==> config.mk <==
export PLATFORM = sky130hd
export DESIGN_NAME = pipe_stage_reg_flat
export DESIGN_NICKNAME = d
export VERILOG_FILES = /design/src/rtl/pipe_stage_reg_pkg.sv /design/src/rtl/pipe_stage_reg_if.sv /design/src/rtl/pipe_skid_buf.sv /design/src/rtl/pipe_stage_reg.sv /design/src/flat_wrapper.sv
export SDC_FILE = /design/constraint.sdc
export NUM_CORES = 1
export LEC_CHECK = 0
export BUFFER_PORTS_ARGS = -buffer_cell sky130_fd_sc_hd__clkbuf_2
export CORE_MARGIN = 10
export CORE_UTILIZATION = 30
export DETAILED_ROUTE_END_ITERATION = 12
export GPL_TIMING_DRIVEN = 1
export PLACE_DENSITY = 0.57
export RECOVER_POWER = 25
export SLEW_MARGIN = 0
export SYNTH_ARGS = -nofsm -noshare
export SYNTH_HDL_FRONTEND = slang
export SYNTH_SLANG_ARGS = --single-unit
==> constraint.sdc <==
create_clock -name clk_i -period 1.1 [get_ports clk_i]
set_input_delay 0.055 -clock clk_i [delete_from_list [all_inputs] [get_ports clk_i]]
set_output_delay 0.055 -clock clk_i [all_outputs]
set_load 0.01 [all_outputs]
==> src/rtl/pipe_stage_reg_pkg.sv <==
// Shared constants for the pipeline stage family: default payload width,
// occupancy codes and an occupancy helper.
package pipe_pkg;

   localparam int unsigned CPU_WIDTH = 32;

   localparam logic [1:0] OCC_EMPTY = 2'd0;
   localparam logic [1:0] OCC_ONE   = 2'd1;
   localparam logic [1:0] OCC_FULL  = 2'd2;

   function automatic logic [1:0] occ_count(input logic main_v, input logic skid_v);
      logic [1:0] occ;
      case ({main_v, skid_v})
         2'b00:        occ = OCC_EMPTY;
         2'b10, 2'b01: occ = OCC_ONE;
         2'b11:        occ = OCC_FULL;
         default:      occ = OCC_EMPTY;
      endcase
      return occ;
   endfunction

endpackage

==> src/rtl/pipe_stage_reg_if.sv <==
// Valid/ready handshake bundle for one pipeline stage: upstream side
// (in_*) and downstream side (out_*). The stage itself uses the slave modport.
interface pipe_stage_reg_if
   import pipe_pkg::*;
#(
   parameter int unsigned WIDTH = CPU_WIDTH
);
   logic             in_valid_i;
   logic [WIDTH-1:0] in_data_i;
   logic             in_ready_o;
   logic             out_valid_o;
   logic [WIDTH-1:0] out_data_o;
   logic             out_ready_i;

   modport master (
      output in_valid_i, in_data_i, out_ready_i,
      input  in_ready_o, out_valid_o, out_data_o
   );

   modport slave (
      input  in_valid_i, in_data_i, out_ready_i,
      output in_ready_o, out_valid_o, out_data_o
   );
endinterface

==> src/rtl/pipe_skid_buf.sv <==
// Second entry of the stage: captures a payload that arrives while the main
// entry is full and not draining, and hands it back when the main entry drains.
module pipe_skid_buf
   import pipe_pkg::*;
#(
   parameter int unsigned      WIDTH   = CPU_WIDTH,
   parameter logic [WIDTH-1:0] RST_VAL = {WIDTH{1'b0}}
) (
   input  logic             clk_i,
   input  logic             rst_i,
   input  logic             flush_i,
   input  logic             push_i,
   input  logic             pop_i,
   input  logic [WIDTH-1:0] data_i,
   output logic             valid_o,
   output logic [WIDTH-1:0] data_o
);
   logic             skid_v_r;
   logic [WIDTH-1:0] skid_d_r;

   // Skid entry register; data is only rewritten when a payload is pushed.
   always_ff @(posedge clk_i) begin
      if (!rst_i) begin
         skid_v_r <= 1'b0;
         skid_d_r <= RST_VAL;
      end else if (flush_i) begin
         skid_v_r <= 1'b0;
         skid_d_r <= RST_VAL;
      end else if (push_i) begin
         skid_v_r <= 1'b1;
         skid_d_r <= data_i;
      end else if (pop_i) begin
         skid_v_r <= 1'b0;
      end else begin
         skid_v_r <= skid_v_r;
      end
   end

   assign valid_o = skid_v_r;
   assign data_o  = skid_d_r;
endmodule

==> src/rtl/pipe_stage_reg.sv <==
// Single pipeline register stage with stall, flush and valid/ready handshake.
// Define PIPE_STAGE_SKID_EN to add a skid entry and break out_ready -> in_ready.
module pipe_stage_reg
   import pipe_pkg::*;
#(
   parameter int unsigned      WIDTH   = CPU_WIDTH,
   parameter logic [WIDTH-1:0] RST_VAL = {WIDTH{1'b0}}
) (
   input  logic                   clk_i,
   input  logic                   rst_i,
   input  logic                   flush_i,
   input  logic                   stall_i,
   pipe_stage_reg_if.slave        bus,
   output logic [1:0]             occ_o
);
   logic             main_v_r;
   logic [WIDTH-1:0] main_d_r;
   logic             main_v_nx_s;
   logic [WIDTH-1:0] main_d_nx_s;
   logic             skid_v_s;
   logic [WIDTH-1:0] skid_d_s;
   logic             in_ready_s;
   logic             out_valid_s;
   logic             accept_s;
   logic             drain_s;

   assign out_valid_s = main_v_r & ~stall_i;
   assign drain_s     = out_valid_s & bus.out_ready_i;
   assign accept_s    = bus.in_valid_i & in_ready_s;

`ifdef PIPE_STAGE_SKID_EN
   logic skid_push_s;
   logic skid_pop_s;

   // A payload goes to skid only when main stays occupied this edge.
   assign skid_push_s = accept_s & main_v_r & ~drain_s;
   assign skid_pop_s  = skid_v_s & drain_s;
   assign in_ready_s  = ~stall_i & ~skid_v_s;

   pipe_skid_buf #(
      .WIDTH   (WIDTH),
      .RST_VAL (RST_VAL)
   ) u_skid (
      .clk_i   (clk_i),
      .rst_i   (rst_i),
      .flush_i (flush_i),
      .push_i  (skid_push_s),
      .pop_i   (skid_pop_s),
      .data_i  (bus.in_data_i),
      .valid_o (skid_v_s),
      .data_o  (skid_d_s)
   );
`else
   assign skid_v_s   = 1'b0;
   assign skid_d_s   = RST_VAL;
   assign in_ready_s = ~stall_i & (~main_v_r | bus.out_ready_i);
`endif

   // Next main entry: refill from skid, load a new payload, or empty on drain.
   always_comb begin
      main_v_nx_s = main_v_r;
      main_d_nx_s = main_d_r;
      if (skid_v_s && drain_s) begin
         main_d_nx_s = skid_d_s;
      end else if (accept_s && (!main_v_r || drain_s)) begin
         main_v_nx_s = 1'b1;
         main_d_nx_s = bus.in_data_i;
      end else if (drain_s) begin
         main_v_nx_s = 1'b0;
      end else begin
         main_v_nx_s = main_v_r;
      end
   end

   // Main entry register; reset dominates flush, flush dominates stall.
   always_ff @(posedge clk_i) begin
      if (!rst_i) begin
         main_v_r <= 1'b0;
         main_d_r <= RST_VAL;
      end else if (flush_i) begin
         main_v_r <= 1'b0;
         main_d_r <= RST_VAL;
      end else begin
         main_v_r <= main_v_nx_s;
         main_d_r <= main_d_nx_s;
      end
   end

   assign bus.in_ready_o  = in_ready_s;
   assign bus.out_valid_o = out_valid_s;
   assign bus.out_data_o  = main_d_r;
   assign occ_o           = occ_count(main_v_r, skid_v_s);
endmodule

==> src/flat_wrapper.sv <==
// flat-port wrapper written by rule: the top's interface ports become plain ports
module pipe_stage_reg_flat import pipe_pkg::*;
#(
   parameter int unsigned      WIDTH   = CPU_WIDTH,
   parameter logic [WIDTH-1:0] RST_VAL = {WIDTH{1'b0}}
)
  (clk_i, rst_i, flush_i, stall_i, occ_o, bus_in_valid_i, bus_in_data_i, bus_out_ready_i, bus_in_ready_o, bus_out_valid_o, bus_out_data_o);
  pipe_stage_reg_if #(.WIDTH(WIDTH)) bus_i ();
  input  logic clk_i;
  input  logic rst_i;
  input  logic flush_i;
  input  logic stall_i;
  output logic [1:0] occ_o;
  input wire logic [$bits(bus_i.in_valid_i)-1:0] bus_in_valid_i;
  input wire logic [$bits(bus_i.in_data_i)-1:0] bus_in_data_i;
  input wire logic [$bits(bus_i.out_ready_i)-1:0] bus_out_ready_i;
  output wire logic [$bits(bus_i.in_ready_o)-1:0] bus_in_ready_o;
  output wire logic [$bits(bus_i.out_valid_o)-1:0] bus_out_valid_o;
  output wire logic [$bits(bus_i.out_data_o)-1:0] bus_out_data_o;
  assign bus_i.in_valid_i = bus_in_valid_i;
  assign bus_i.in_data_i = bus_in_data_i;
  assign bus_i.out_ready_i = bus_out_ready_i;
  assign bus_in_ready_o = bus_i.in_ready_o;
  assign bus_out_valid_o = bus_i.out_valid_o;
  assign bus_out_data_o = bus_i.out_data_o;
  pipe_stage_reg #(.WIDTH(WIDTH), .RST_VAL(RST_VAL)) u_core (.clk_i(clk_i), .rst_i(rst_i), .flush_i(flush_i), .stall_i(stall_i), .bus(bus_i), .occ_o(occ_o));
endmodule
==> results by group, run 1 <==
Outcome
  – Status: completed

Power and ir drop
  – Clk network pwr share: 42.3%
  – VDD IR max: 0.494 mV
  – Leak: 0.849 nW
  – Net Sw Power: 0.000660 W
  – Combinational power share: 12.1%
  – Sequential Power Share: 45.6%
  – Internal: 0.00205 W
  – PD cells: 1320 mW/mm^2
  – Sw Ratio: 24.3%

Die
  – Initial core utilization: 30.9%
  – Die height: 89.5 um
  – Row count: 25
  – Top Ports: 74
  – Die area: 0.00800 mm^2
  – Core area: 0.00469 mm^2
  – Die X: 89.5 um

Worst setup path
  – CP Cell Sequence: buf_4 -> nor2b_4 -> buf_2
  – Worst path slowest cell: dfxtp_2
  – Levels on crit path: 3
  – Crit-path max FO: 4
  – Crit path buffers/inverters: 2
  – CP Class: reg2out
  – Critical path's top delay family: flip-flops
  – Worst R2R Path Depth: 4
  – WP data arrival: 0.98 ns
  – Critical Path Start Type: flop
  – Crit path largest cell delay: 0.32 ns
  – Critical path endpoint category: output pin
  – Worst R2R Setup Slack: 0.13 ns
  – Worst path required time: 1.04 ns

Placed design
  – Placed cell area: 0.00187 mm^2
  – DPL Wire Length: 3060 um
  – Port Buffers: 72
  – GP Congestion: 0.675

Hold path
  – Hold depth: 3
  – Hold crit path type: in2reg

Routing
  – WL/cell: 14.4 um
  – DR vias: 1410
  – DR vias/cell: 4.85
  – Routed WL: 4200 um
  – Routed Antenna Nets: 0
  – Drt pass-1 iters: 4
  – DR iter-0 viols: 52
  – DRC errors left: 0

STA
  – Clock Skew: 0.00395 ns
  – Final Hold Vio Count: 0
  – Max Clock Freq: 0.964 GHz
  – Final setup viols: 0
  – Max Transition Viols Final: 0
  – Minimum clock period: 1.04 ns
  – Final worst path period share: 94.3%
  – RSZ-0062 raised after global routing: false
  – Setup TNS: 0 ns

Clock tree
  – Clk slew on worst S/H paths: 0.08 ns
  – CTS H-tree lvls: 2
  – Clk buf depth: 2
  – CTS tree: built
  – CTS root buffer: clkbuf_8
  – CTS buffer count: 5
  – Clock Latency Late Sink: 0.28 ns
  – Clock Sinks: 33

Final layout
  – Most frequent cells in the layout: clkbuf_2, nand2_1, nand4_1, dfxtp_1, o21ai_2
  – # diodes: 0
  – Share of cells above drive strength 1: 45.6%
  – Final #Nets: 274
  – Final Util: 43.9%
  – # fillers: 469
  – Post-route cell area: 0.00206 mm^2
  – Synth-to-layout area growth: 42.2%
  – Commonest non-fill, non-tap cell in the layout: clkbuf_2

Logic synthesis
  – Syn Std Cell Area: 0.00145 mm^2
  – Syn Area/Cell: 9.05 um^2
  – Most used flip-flop cell after synthesis: dfxtp_1
  – Count of cell types in the netlist: 18
  – #FFs+latches synth: 33
  – Synth async-reset ratio: 0%
  – Post-Synthesis Cells: 160
  – Synth Net Count: 198
  – Number of synthesized flops with an enable pin: 0
  – Yosys warns: 0
  – Post-synthesis sequential area ratio: 45.6%

GRT
  – Aggregate global-route resource usage: 10.6%
  – First-pass GRT wire length: 6630 um
  – Total grt overflow: 0
  – Largest net degree at the start of global routing: 34
  – Initial antenna violation count: 0
  – Vias in the first global route: 1393

Job
  – Max Cap Viol: 0
cells by family (layout without fill, tap and decap cells):
family	after synthesis	after routing	synth area share, %
other	1	1	0.259
DFF	33	33	45.6
and+or+nand+nor	70	70	24.9
buffers and inverters	21	98	9.16
AOI/OAI and AO/OA	35	35	20.1
synth_stat cells (2+ instances only):
cell type	number	area share [%]
nand4_1	32	14
buf_6	4	3.1
o21ai_1	2	0.69
o21ai_2	30	18
nand2_1	33	8.6
nor2b_1	2	0.86
dfxtp_1	33	46
buf_4	2	1.0
buf_2	13	4.5
power groups by stage:
| stage | logic [W] | clock network (W) | registers, W |
|---|---|---|---|
| final | 0.000327 | 0.00115 | 0.00124 |
| after global placement | 0.000309 | 0 | 0.00126 |
| after global routing | 0.000360 | 0.00123 | 0.00124 |
| after CTS | 0.000332 | 0.00118 | 0.00124 |
| after floorplan | 0.000153 | 0 | 0.00128 |
| after detailed placement | 0.000309 | 0 | 0.00126 |
stage by stage:
stage	total power (W)	instances	hold slack, ns	worst slack (ns)
floorplan	0.00143	160	0.154	0.0851
global placement	0.00157	275	0.295	0.147
detailed placement	0.00157	275	0.303	0.125
CTS	0.00275	291	0.00139	0.0345
global route	0.00283	291	0.00182	0.0225
finish	0.00271	291	0.00679	0.0623
layout make-up:
class | count | area, um^2 | area share (%)
clock inverters | 3 | 46.3 | 2.25
multi-input cells | 106 | 673 | 32.7
inverters | 1 | 3.75 | 0.182
flip-flops and latches | 33 | 662 | 32.2
repair buffers | 89 | 537 | 26.1
well taps | 54 | 67.6 | 3.28
clock buffers | 5 | 68.8 | 3.34
registers in the layout, indices dropped and copies added (netlist names):
signal,flops
u_core.bus.out_data_o,32
u_core.main_v_r,1
routing by layer:
layer  vias up  track usage [%]  wire [um]
met4         0             3.90         47
met5         -                0          0
met3         5             5.29        434
met2        49             15.8       1880
met1       640             12.7       1830
li1        716                -          -
worst paths after layout:
path | startpoint | endpoint
setup / recovery | u_core.main_v_r | bus_out_valid_o
hold / removal | bus_in_data_i[10] | u_core.bus.out_data_o[10]
setup reg to reg | u_core.main_v_r | u_core.bus.out_data_o[3]
hold reg to reg | u_core.bus.out_data_o[18] | u_core.bus.out_data_o[18]
worst reg2reg max path, delay by kind of cell (launching register included):
kind,cells,cell delay [ns]
AOI/OAI and AO/OA,1,0.09
buffers and inverters,1,0.18
DFF,1,0.32
and+or+nand+nor,2,0.28
repair_timing:
item / CTS / global route
setup endpoints to repair: 0 / 2
resized for setup: 0 / 5
endpoints found under the hold margin: 8 / 0
buffers inserted: 0 / 0
hold buffers: 8 / 0
Power figures use the tool's default switching activity.
==> run 2: changes to the inputs <==
--- a/config.mk
+++ b/config.mk
@@ -6,6 +6,7 @@
 export NUM_CORES = 1
 export LEC_CHECK = 0
 export BUFFER_PORTS_ARGS = -buffer_cell sky130_fd_sc_hd__clkbuf_2
+export CORE_ASPECT_RATIO = 2
 export CORE_MARGIN = 10
 export CORE_UTILIZATION = 30
 export DETAILED_ROUTE_END_ITERATION = 12
==> results by group, run 2 (synthesis gave the netlist of run 1 again) <==
Outcome
  – Status: completed

Placed design
  – Dpl ws: 0.142 ns
  – DPL Wire Length: 3380 um
  – Port Buffers: 72
  – Placed cell area: 0.00187 mm^2
  – GP Congestion: 0.706
  – Dpl cells: 276

Worst setup path
  – Crit path largest cell delay: 0.31 ns
  – Critical path endpoint category: output pin
  – Worst path slowest cell: dfxtp_1
  – CP Class: reg2out
  – Crit-path max FO: 4
  – Worst reg2reg endpoint: u_core.bus.out_data_o[5]
  – Worst R2R Setup Slack: 0.15 ns
  – CP Capture Point: bus_in_ready_o
  – Crit path buffers/inverters: 2
  – Critical Path Start Type: flop
  – Levels on crit path: 3
  – RR Startpoint: u_core.main_v_r
  – Worst path required time: 1.04 ns
  – Critical path's top delay family: flip-flops
  – Worst R2R Path Depth: 4
  – WP data arrival: 0.99 ns
  – CP Cell Sequence: buf_4 -> a21oi_1 -> clkbuf_2
  – CP Launch Point: u_core.main_v_r

Power and ir drop
  – Leak: 0.831 nW
  – Total chip power: 0.00270 W
  – VDD IR max: 0.751 mV
  – PD cells: 1350 mW/mm^2

Routing
  – DR vias/cell: 4.81
  – DR iter-0 viols: 72
  – Routed Antenna Nets: 0
  – DRC errors left: 0
  – WL/cell: 15.2 um
  – Routed WL: 4360 um
  – Drt pass-1 iters: 4
  – DR vias: 1377

GRT
  – Total grt overflow: 0
  – Vias in the first global route: 1431
  – Initial antenna violation count: 0
  – First-pass GRT wire length: 7360 um
  – Largest net degree at the start of global routing: 37
  – Aggregate global-route resource usage: 10.8%

Final layout
  – Post-route cell area: 0.00200 mm^2
  – # diodes: 0
  – Max reg flops: 32
  – Synth-to-layout area growth: 37.9%
  – Final #Nets: 268
  – Commonest non-fill, non-tap cell in the layout: clkbuf_2
  – Share of cells above drive strength 1: 45.9%
  – Final Non-Filler Cells: 286
  – Most frequent cells in the layout: clkbuf_2, nand2_1, dfxtp_1

STA
  – RSZ-0062 raised after global routing: false
  – Worst setup margin: 0.0570 ns
  – Clock Skew: 0.00336 ns
  – Minimum clock period: 1.04 ns
  – Setup TNS: 0 ns
  – Final setup viols: 0
  – Final worst path period share: 94.8%
  – Max Clock Freq: 0.959 GHz
  – Final Hold Vio Count: 0
  – Max Transition Viols Final: 0

Clock tree
  – # Post-CTS Setup Buffers: 0
  – CTS H-tree lvls: 2
  – Clk buf depth: 2
  – CTS root buffer: clkbuf_8
  – Clk slew on worst S/H paths: 0.07 ns
  – Clock Sinks: 33
  – Clock Latency Late Sink: 0.27 ns
  – CTS buffer count: 5
  – CTS tree: built

Die
  – Die height: 118 um
  – Row count: 35
  – Core area: 0.00464 mm^2
  – Die area: 0.00817 mm^2
  – Die X: 69.1 um
  – Initial core utilization: 31.2%
  – Top Ports: 74

Hold path
  – Hold crit path type: in2reg
  – Hold depth: 3

Job
  – Max Cap Viol: 0
==> run 2: tightest hold or removal path: stages <==
cell and delay (ns):
clkbuf_2 0.08, nand4_1 0.07, o21ai_2 0.05
==> run 2: per-stage QoR <==
stage	hold slack (ns)	util (%)
final	0.0156	43.0
after global routing	0.00155	43.0
after CTS	0.00301	43.1
after detailed placement	0.299	40.4
after global placement	0.286	40.4
after floorplan	0.154	-
==> run 2: power breakdown <==
part           total [W]  switching, W  leakage (nW)  internal [W]
sequential       0.00124     0.0000138         0.268       0.00122
combinational   0.000308      0.000171         0.505      0.000137
clock            0.00115      0.000415        0.0585      0.000738
total            0.00270      0.000599         0.831       0.00210
==> run 2: worst min path at each step <==
stage | start | endpoint | slack (ns)
2_1_floorplan | stall_i | bus_in_ready_o | 0.15
5_1_grt | bus_in_data_i[16] | u_core.bus.out_data_o[16] | 0.002
3_5_place_dp | bus_in_data_i[31] | u_core.bus.out_data_o[31] | 0.30
4_1_cts | bus_in_data_i[12] | u_core.bus.out_data_o[12] | 0.003
3_3_place_gp | bus_in_data_i[18] | u_core.bus.out_data_o[18] | 0.29
6_report | bus_in_data_i[12] | u_core.bus.out_data_o[12] | 0.02
==> run 2: layout make-up <==
cell class / instances / area, um^2
inverter: 1 / 3.75
fill: 534 / 2650
multi-input combinational: 106 / 669
timing repair buffer: 83 / 478
clock buffer: 7 / 86.3
clock inverter: 1 / 30.0
sequential: 33 / 661
tap: 55 / 68.8
==> run 2: timing repair <==
action / CTS / global route
gates resized for setup: 0 / 2
setup endpoints to repair: 0 / 1
endpoints found under the hold margin: 1 / 1
hold buffers: 1 / 1
==> run 2: layer usage <==
metal / GRT usage, % / wire length (um)
met1: 10.7 / 1600
met2: 19.5 / 2410
met3: 4.02 / 277
met4: 4.18 / 68
met5: 0 / 0
